`src/rtl/neuro_pkg.sv`:
```
// Shared types and constants for the synaptic current injector.
// Current values are CURR_W-bit two's-complement fixed point.
package neuro_pkg;

    localparam int CURR_W = 17;

    localparam logic signed [CURR_W-1:0] CURR_MAX = {1'b0, {(CURR_W-1){1'b1}}};
    localparam logic signed [CURR_W-1:0] CURR_MIN = {1'b1, {(CURR_W-1){1'b0}}};

    typedef enum logic [1:0] {
        ACCUM = 2'd0,
        SUM   = 2'd1,
        WRITE = 2'd2
    } inj_state_t;

endpackage

```
`src/rtl/sat_add.sv`:
```
// Combinational W-bit signed adder that clamps to the most positive or
// most negative representable value instead of wrapping.
module sat_add #(
    parameter int W = neuro_pkg::CURR_W
) (
    input  logic signed [W-1:0] a_i,
    input  logic signed [W-1:0] b_i,
    output logic signed [W-1:0] sum_o
);

    localparam logic signed [W-1:0] SAT_MAX = {1'b0, {(W-1){1'b1}}};
    localparam logic signed [W-1:0] SAT_MIN = {1'b1, {(W-1){1'b0}}};

    logic signed [W-1:0] raw;

    assign raw = a_i + b_i;

    // Overflow is only possible when both operands share a sign and the
    // wrapped result does not.
    always_comb begin
        sum_o = raw;
        if ((a_i[W-1] == b_i[W-1]) && (raw[W-1] != a_i[W-1])) begin
            sum_o = a_i[W-1] ? SAT_MIN : SAT_MAX;
        end
    end

endmodule

```
`src/rtl/current_injector.sv`:
```
// Accumulates weighted spike events per channel over a timestep, then on tick
// adds them to the decayed currents and strobes the sum into the decay unit.
module current_injector #(
    parameter int CURR_W = neuro_pkg::CURR_W,
    parameter int CNT_W  = 8
) (
    input  logic                     clk,
    input  logic                     rst_n,
    input  logic                     tick,
    input  logic                     ev_valid,
    output logic                     ev_ready,
    input  logic                     ev_chan,
    input  logic signed [CURR_W-1:0] ev_weight,
    input  logic signed [CURR_W-1:0] i_prime1,
    input  logic signed [CURR_W-1:0] i_prime2,
    output logic                     write,
    output logic signed [CURR_W-1:0] curr_in1,
    output logic signed [CURR_W-1:0] curr_in2,
    output logic [CNT_W-1:0]         ev_count,
    output logic                     tick_err
);

    import neuro_pkg::inj_state_t, neuro_pkg::ACCUM, neuro_pkg::SUM, neuro_pkg::WRITE;

    inj_state_t              state_q, state_d;
    logic signed [CURR_W-1:0] acc1_q, acc1_d, acc2_q, acc2_d;
    logic signed [CURR_W-1:0] curr1_q, curr1_d, curr2_q, curr2_d;
    logic signed [CURR_W-1:0] acc1_sum, acc2_sum, curr1_sum, curr2_sum;
    logic [CNT_W-1:0]         cnt_q, cnt_d, ev_count_q, ev_count_d;
    logic                     tick_err_q, tick_err_d;
    logic                     rdy_q;
    logic                     xfer;

    sat_add #(.W(CURR_W)) u_acc1  (.a_i(acc1_q),   .b_i(ev_weight), .sum_o(acc1_sum));
    sat_add #(.W(CURR_W)) u_acc2  (.a_i(acc2_q),   .b_i(ev_weight), .sum_o(acc2_sum));
    sat_add #(.W(CURR_W)) u_curr1 (.a_i(i_prime1), .b_i(acc1_q),    .sum_o(curr1_sum));
    sat_add #(.W(CURR_W)) u_curr2 (.a_i(i_prime2), .b_i(acc2_q),    .sum_o(curr2_sum));

    // rdy_q keeps ev_ready low until the first edge after reset release.
    assign ev_ready = rdy_q && (state_q == ACCUM);
    assign xfer     = ev_valid && ev_ready;
    assign write    = (state_q == WRITE);
    assign curr_in1 = curr1_q;
    assign curr_in2 = curr2_q;
    assign ev_count = ev_count_q;
    assign tick_err = tick_err_q;

    // NOTE: every output of this block gets a default first so that no path
    // through the case statement can leave one unassigned and infer a latch.
    always_comb begin
        state_d    = state_q;
        acc1_d     = acc1_q;
        acc2_d     = acc2_q;
        curr1_d    = curr1_q;
        curr2_d    = curr2_q;
        cnt_d      = cnt_q;
        ev_count_d = ev_count_q;
        tick_err_d = tick_err_q;
        case (state_q)
            ACCUM: begin
                if (xfer) begin
                    if (ev_chan) acc2_d = acc2_sum;
                    else         acc1_d = acc1_sum;
                    if (!(&cnt_q)) cnt_d = cnt_q + CNT_W'(1);
                end
                if (tick) state_d = SUM;
            end
            SUM: begin
                curr1_d    = curr1_sum;
                curr2_d    = curr2_sum;
                acc1_d     = '0;
                acc2_d     = '0;
                ev_count_d = cnt_q;
                cnt_d      = '0;
                if (tick) tick_err_d = 1'b1;
                state_d    = WRITE;
            end
            WRITE: begin
                if (tick) tick_err_d = 1'b1;
                state_d = ACCUM;
            end
            default: state_d = ACCUM;
        endcase
    end

    // NOTE: state registers use non-blocking assignments so every flop samples
    // the pre-edge values regardless of statement order.
    always_ff @(posedge clk or negedge rst_n) begin
        if (!rst_n) begin
            state_q    <= ACCUM;
            acc1_q     <= '0;
            acc2_q     <= '0;
            curr1_q    <= '0;
            curr2_q    <= '0;
            cnt_q      <= '0;
            ev_count_q <= '0;
            tick_err_q <= 1'b0;
            rdy_q      <= 1'b0;
        end else begin
            state_q    <= state_d;
            acc1_q     <= acc1_d;
            acc2_q     <= acc2_d;
            curr1_q    <= curr1_d;
            curr2_q    <= curr2_d;
            cnt_q      <= cnt_d;
            ev_count_q <= ev_count_d;
            tick_err_q <= tick_err_d;
            rdy_q      <= 1'b1;
        end
    end

endmodule

```
`config.mk`:
```
export PLATFORM = sky130hd
export DESIGN_NAME = current_injector
export DESIGN_NICKNAME = d
export VERILOG_FILES = /design/src/rtl/neuro_pkg.sv /design/src/rtl/sat_add.sv /design/src/rtl/current_injector.sv
export SDC_FILE = /design/constraint.sdc
export NUM_CORES = 1
export LEC_CHECK = 0
export BUFFER_PORTS_ARGS = -buffer_cell sky130_fd_sc_hd__clkbuf_2
export CAP_MARGIN = 20
export CORE_MARGIN = 8
export CORE_UTILIZATION = 59
export DETAILED_ROUTE_END_ITERATION = 8
export PLACE_DENSITY = 0.82
export RECOVER_POWER = 25
export SYNTH_ARGS = -nofsm -noshare
export SYNTH_HDL_FRONTEND = slang
export SYNTH_SLANG_ARGS = --single-unit
```
`constraint.sdc`:
```
create_clock -name clk -period 3.35 [get_ports clk]
set_input_delay 0.1675 -clock clk [delete_from_list [all_inputs] [get_ports clk]]
set_output_delay 0.1675 -clock clk [all_outputs]
set_load 0.005 [all_outputs]
```
Word level (Yosys, flattened, before mapping)
Index checks and enable logic that the tools add are counted.
{ "op_classes": {"muxes": 19, "n_eq_ne": 15, "n_reduce_logical": 14, "add_sub_neg": 5} }
{ "ops": {"columns": ["cell", "count"], "rows": [
  ["17-bit two-way mux", 12],
  ["17-bit adder", 4],
  ["17-bit case mux with 2 select lines", 2],
  ["8-bit two-way mux", 2],
  ["8-bit case mux with 2 select lines", 1],
  ["2-bit != test (second input constant)", 5],
  ["3-bit AND reduction", 3],
  ["8-bit by 1-bit adder with 8-bit output (second input constant)", 1],
  ["8-bit AND reduction", 1],
  ["1-bit logical AND", 6],
  ["1-bit equality test", 4],
  ["1-bit != test", 4],
  ["2-bit case mux with 2 select lines", 1],
  ["2-bit by 1-bit equality test with 1-bit output (second input constant)", 1],
  ["2-bit equality test (second input constant)", 1],
  ["2-bit zero test", 1],
  ["2-bit two-way mux", 1],
  ["2-bit AND reduction", 1],
  ["2-bit nonzero test", 1],
  ["2-bit OR reduction", 1]
]} }
{ "word_totals": {"in_bits": 56, "register_bits": 88, "output_inout_bits": 45, "wordCells": 62} }

Longest topological paths before layout
{ "logic_depth": {"depth_word": 7, "depth_mapped": 12} }

Hierarchy
Synthesis repeated with hierarchy kept, for this count alone.
{ "hier_totals": {"hier_cells": 979, "area_unflattened_um2": 8779.7} }
{ "by_module_without_submodules": {"columns": ["mod", "instances", "area_per_inst_um2", "cells_per_inst"], "rows": [
  ["current_injector", 1, 3529.6, 245],
  ["sat_add at u_curr1 ...", 2, 1385.1, 199],
  ["sat_add at u_acc1 ...", 2, 1239.9, 168]
]} }

Worst setup path after synthesis
Ideal clock, no wire load.
{ "synth_timing": {"path_kind": "reg2reg", "start": "register acc1_q[0]", "end": "register acc1_q[14]", "stages_incl_launch_ff": 10, "setup_ns": 0.133, "arrival_ns": 2.484, "slack_ns": 0.733, "synth_period_minus_slack_ns": 2.617, "path_buffers": 1, "t_required_ns": 3.217, "path_cell_list": "dfrtp_1 ha_1 fa_1 a211oi_1 o21ai_1 a211oi_2 o31ai_1 o21ai_1 clkbuf_2 o21ai_0"} }
{ "synth_via": {"elab_chain_len": 7} }
{ "synth_rtl": {"columns": ["element", "line", "text"], "rows": [
  ["from (decl)", "current_injector.sv:26", "logic signed [CURR_W-1:0] acc1_q, acc1_d, acc2_q, acc2_d;"],
  ["from (signal assigned)", "current_injector.sv:91", "acc1_q <= '0;"],
  ["from (signal assigned)", "current_injector.sv:101", "acc1_q <= acc1_d;"],
  ["17-bit adder *", "sat_add.sv:16", "assign raw = a_i + b_i;"],
  ["1-bit != test", "sat_add.sv:22", "if ((a_i[W-1] == b_i[W-1]) && (raw[W-1] != a_i[W-1])) begin"],
  ["1-bit logical AND", "sat_add.sv:22", null],
  ["17-bit two-way mux *", "sat_add.sv:22", null],
  ["17-bit two-way mux *", "current_injector.sv:62", "if (ev_chan) acc2_d = acc2_sum;"],
  ["17-bit two-way mux *", "current_injector.sv:61", "if (xfer) begin"],
  ["17-bit case mux with 2 select lines *", "current_injector.sv:59", "case (state_q)"]
]} }
Mark *: on every way between the ends. The rest lies on a longest branch, timed or not. The select of a mux whose other input is x is not followed.
A chain may end at the register's enable or synchronous reset.

Worst setup path after layout
{ "layout_timing": {"start": "register acc1_q[0]", "end": "register curr1_q[7] (netlist: curr_in1[7])"} }
{ "layout_via": {"elab_chain_len": 4} }
{ "layout_rtl": {"columns": ["element", "line", "text"], "rows": [
  ["17-bit adder *", "sat_add.sv:16", null],
  ["1-bit != test", "sat_add.sv:22", null],
  ["1-bit logical AND", "sat_add.sv:22", null],
  ["17-bit two-way mux *", "sat_add.sv:22", null],
  ["to (signal assigned)", "current_injector.sv:103", "curr1_q <= curr1_d;"],
  ["to (decl)", "current_injector.sv:27", "logic signed [CURR_W-1:0] curr1_q, curr1_d, curr2_q, curr2_d;"]
]} }
Mark *: on every way between the ends. The rest lies on a longest branch, timed or not.

==> qor.csv <==
metric,value,unit
IO Count,101,
Reg-to-Reg End,curr_in1[7],
Filler cells,956,
reg2reg setup slack,290,ps
clock skew,7.13,ps
Final GP Congestion,0.918,
Max stage delay on crit path,530,ps
Leakage,0.00369,uW
Core ar.,11400,um^2
crit path cell chain,ha_1 > fa_1 > a211oi_1 > o21ai_0 > nand4_1 > a31oi_1 > nand2_1 > nand3_1 > o221a_2,
WL/cell,17.9,um
CP Capture Type,flop,
worst-margin pin slew,1740,ps
gr ovfl total,0,
largest net degree at the start of global routing,68,
Seq pwr share,0.280,
cts repair resizes,0,
"Warnings, synthesis",0,
die width,124,um
WL final,18300,um
"commonest non-fill, non-tap cell in the layout",dfrtp_1,
Sw Share,0.441,
die height,124,um
# setup viols final,0,
CTS Sinks,88,
Worst-path clk slew,60,ps
antenna fix cells,0,
Reg2Reg Depth,9,
DRC errors left,0,
NetSw,2940,uW
crit path time final,3060,ps
Int Pwr,3730,uW
layout cells sized above 1,0.161,
hold slack,39.7,ps
"Top FF cell, synth",dfrtp_1,
setup bufs post-CTS,0,
Crit-path slowest cell,a31oi_1,
Overall Power,6660,uW
first-pass GRT wire length,30000,um
hold buffers post-CTS,1,
most frequent cells in the layout,"88 x dfrtp_1, 74 x clkbuf_2, 72 x nor2_1",
gr usage total,0.244,
slew margin rel.,-0.162,
WS Path Type,reg2reg,
H-tree depth,3,
Mapped Area,6880,um^2
DRT Pass-1 Iters,5,
Fmax achieved,327,MHz
Rows,39,
Tcrit/Tclk final,0.913,
Post-DP Area,7500,um^2
antenna violations before repair,0,
root buffer cell,clkbuf_16,
finished layout cell area,7770,um^2
initial detailed-routing violation count,600,
Pins Over Slew Limit,68,
CP startpoint,acc1_q[0],
gr busiest metal,met2,
CP required,3640,ps
syn_nets,916,
"Area growth, synth to finish",13.1,%
unrepaired setup endpoints after global routing,false,
clk buf depth,2,
HP Class,in2reg,
Comb power frac,0.566,
met3 track demand over resource,0.0363,
Cells after Synth,788,
cts bufs inserted,9,
Final Core Density,0.681,
via density per instance,6.13,
I/O Buffers,100,
clk_lat worst skew,350,ps
vias in the first global route,6213,
"Avg Cell Area, Syn",8.73,um^2
max-cap violation count,1,
post-DP HPWL,14500,um
asr flop ratio synth,1.00,
sequential element share of the synthesized area,0.320,
CTS tree,yes,
number of synthesized flops with an enable pin,0,
Antenna Nets Post-Route,0,
Power Density,857,nW/um^2
CP max FO,11,
final net count,1006,
setup TNS,0,ps
status,"complete, but fails checks",
Final Hold Viols,0,
failing checks,"capacitance limit, slew limit",
CP endpoint,curr_in1[7],
part of the power in the clock network,0.154,
worst r2r src,acc1_q[0],
vias,6292,
arrival time worst endpoint,3350,ps
"flops & latches, synth",88,
Netlist cell types,67,
met1 Track Usage GR,0.319,
Startpoint Class,flop,
Initial Utilization,0.602,
Peak supply drop,588,uV
met2 GRT Util,0.403,
die footprint,15400,um^2
==> synthesized netlist by cell type, drive strengths merged (4+ instances only) <==
| library cell | count | area share |
|---|---|---|
| dfrtp | 88 | 0.32 |
| nor2 | 72 | 0.039 |
| nand2 | 70 | 0.038 |
| ha | 68 | 0.12 |
| o21ai | 68 | 0.054 |
| a21oi | 63 | 0.046 |
| nand3 | 33 | 0.025 |
| a21o | 27 | 0.029 |
| clkbuf | 25 | 0.014 |
| xor2 | 24 | 0.031 |
| xnor2 | 22 | 0.028 |
| inv | 20 | 0.011 |
| nor3 | 19 | 0.014 |
| a211oi | 18 | 0.022 |
| a22o | 14 | 0.018 |
| a31oi | 12 | 0.012 |
| o221a | 11 | 0.018 |
| nand2b | 10 | 0.0091 |
| nor2b | 10 | 0.0091 |
| mux2 | 9 | 0.015 |
| nand4 | 7 | 0.0064 |
| nor4 | 7 | 0.0064 |
| o21bai | 7 | 0.0076 |
| and3 | 6 | 0.0055 |
| buf | 6 | 0.0053 |
| or3 | 6 | 0.0062 |
| o31ai | 5 | 0.0055 |
| a31o | 4 | 0.0051 |
| fa | 4 | 0.012 |
| nand3b | 4 | 0.0044 |
| o211ai | 4 | 0.0044 |
| o21a | 4 | 0.0044 |
==> cell type report <==
class	count	area, um^2	share of cell area
clock buffers	14	294	0.0378
well taps	143	179	0.0230
repair buffers	110	546	0.0702
multi-input cells	648	4470	0.574
flip-flops and latches	88	2200	0.283
inverters	21	78.8	0.0101
clock inverters	2	10.0	0.00129
==> through the flow <==
stage	std cells	setup slack (ps)
finish	1026	293
CTS	1026	346
global route	1026	57.4
detailed placement	1009	390
global placement	1009	535
floorplan	788	733
==> cells by family after synthesis <==
| family | after synthesis | synth area share |
|---|---|---|
| adders and majority gates | 72 | 0.135 |
| and+or+nand+nor | 253 | 0.172 |
| buffers and inverters | 52 | 0.0307 |
| DFF | 88 | 0.320 |
| muxes | 12 | 0.0191 |
| xor gates and xnor gates | 46 | 0.0586 |
| AOI/OAI and AO/OA | 264 | 0.263 |
| other | 1 | 0.000545 |
==> critical path, delay by kind of cell, from the launching register on <==
kind,cells,cell delay (ps)
flops,1,390
simple gates,3,870
compound gates,4,1280
fa+ha+maj,2,470
==> power by group through the flow <==
stage | clock network (uW) | logic, uW | registers (uW)
floorplan | 0 | 2790 | 1790
global placement | 0 | 3630 | 1860
detailed placement | 0 | 3770 | 1880
CTS | 1040 | 3800 | 1860
global route | 1080 | 4220 | 1920
finish | 1020 | 3770 | 1860
==> per-layer routing <==
layer	up-vias	routed length [um]
met1	2995	8350
met5	-	0
li1	3103	-
met2	170	8690
met4	0	334
met3	24	968
==> state kept, by name, summed over array words and instances, names as in the netlist <==
register and flops:
acc1_q 17, tick_err 1, curr_in2 17, acc2_q 17, state_q 2, cnt_q 8, ev_count 8, curr_in1 17
rdy_q 1
==> worst min-delay path by stage <==
stage          start          to  cells past startpoint
6_report        tick  state_q[1]                      2
3_5_place_dp   rst_n  state_q[1]                      1
4_1_cts         tick  state_q[1]                      2
2_1_floorplan  rst_n   acc1_q[0]                      0
5_1_grt         tick  state_q[1]                      2
3_3_place_gp   rst_n  state_q[0]                      1
(Power assumes the default switching activity.)
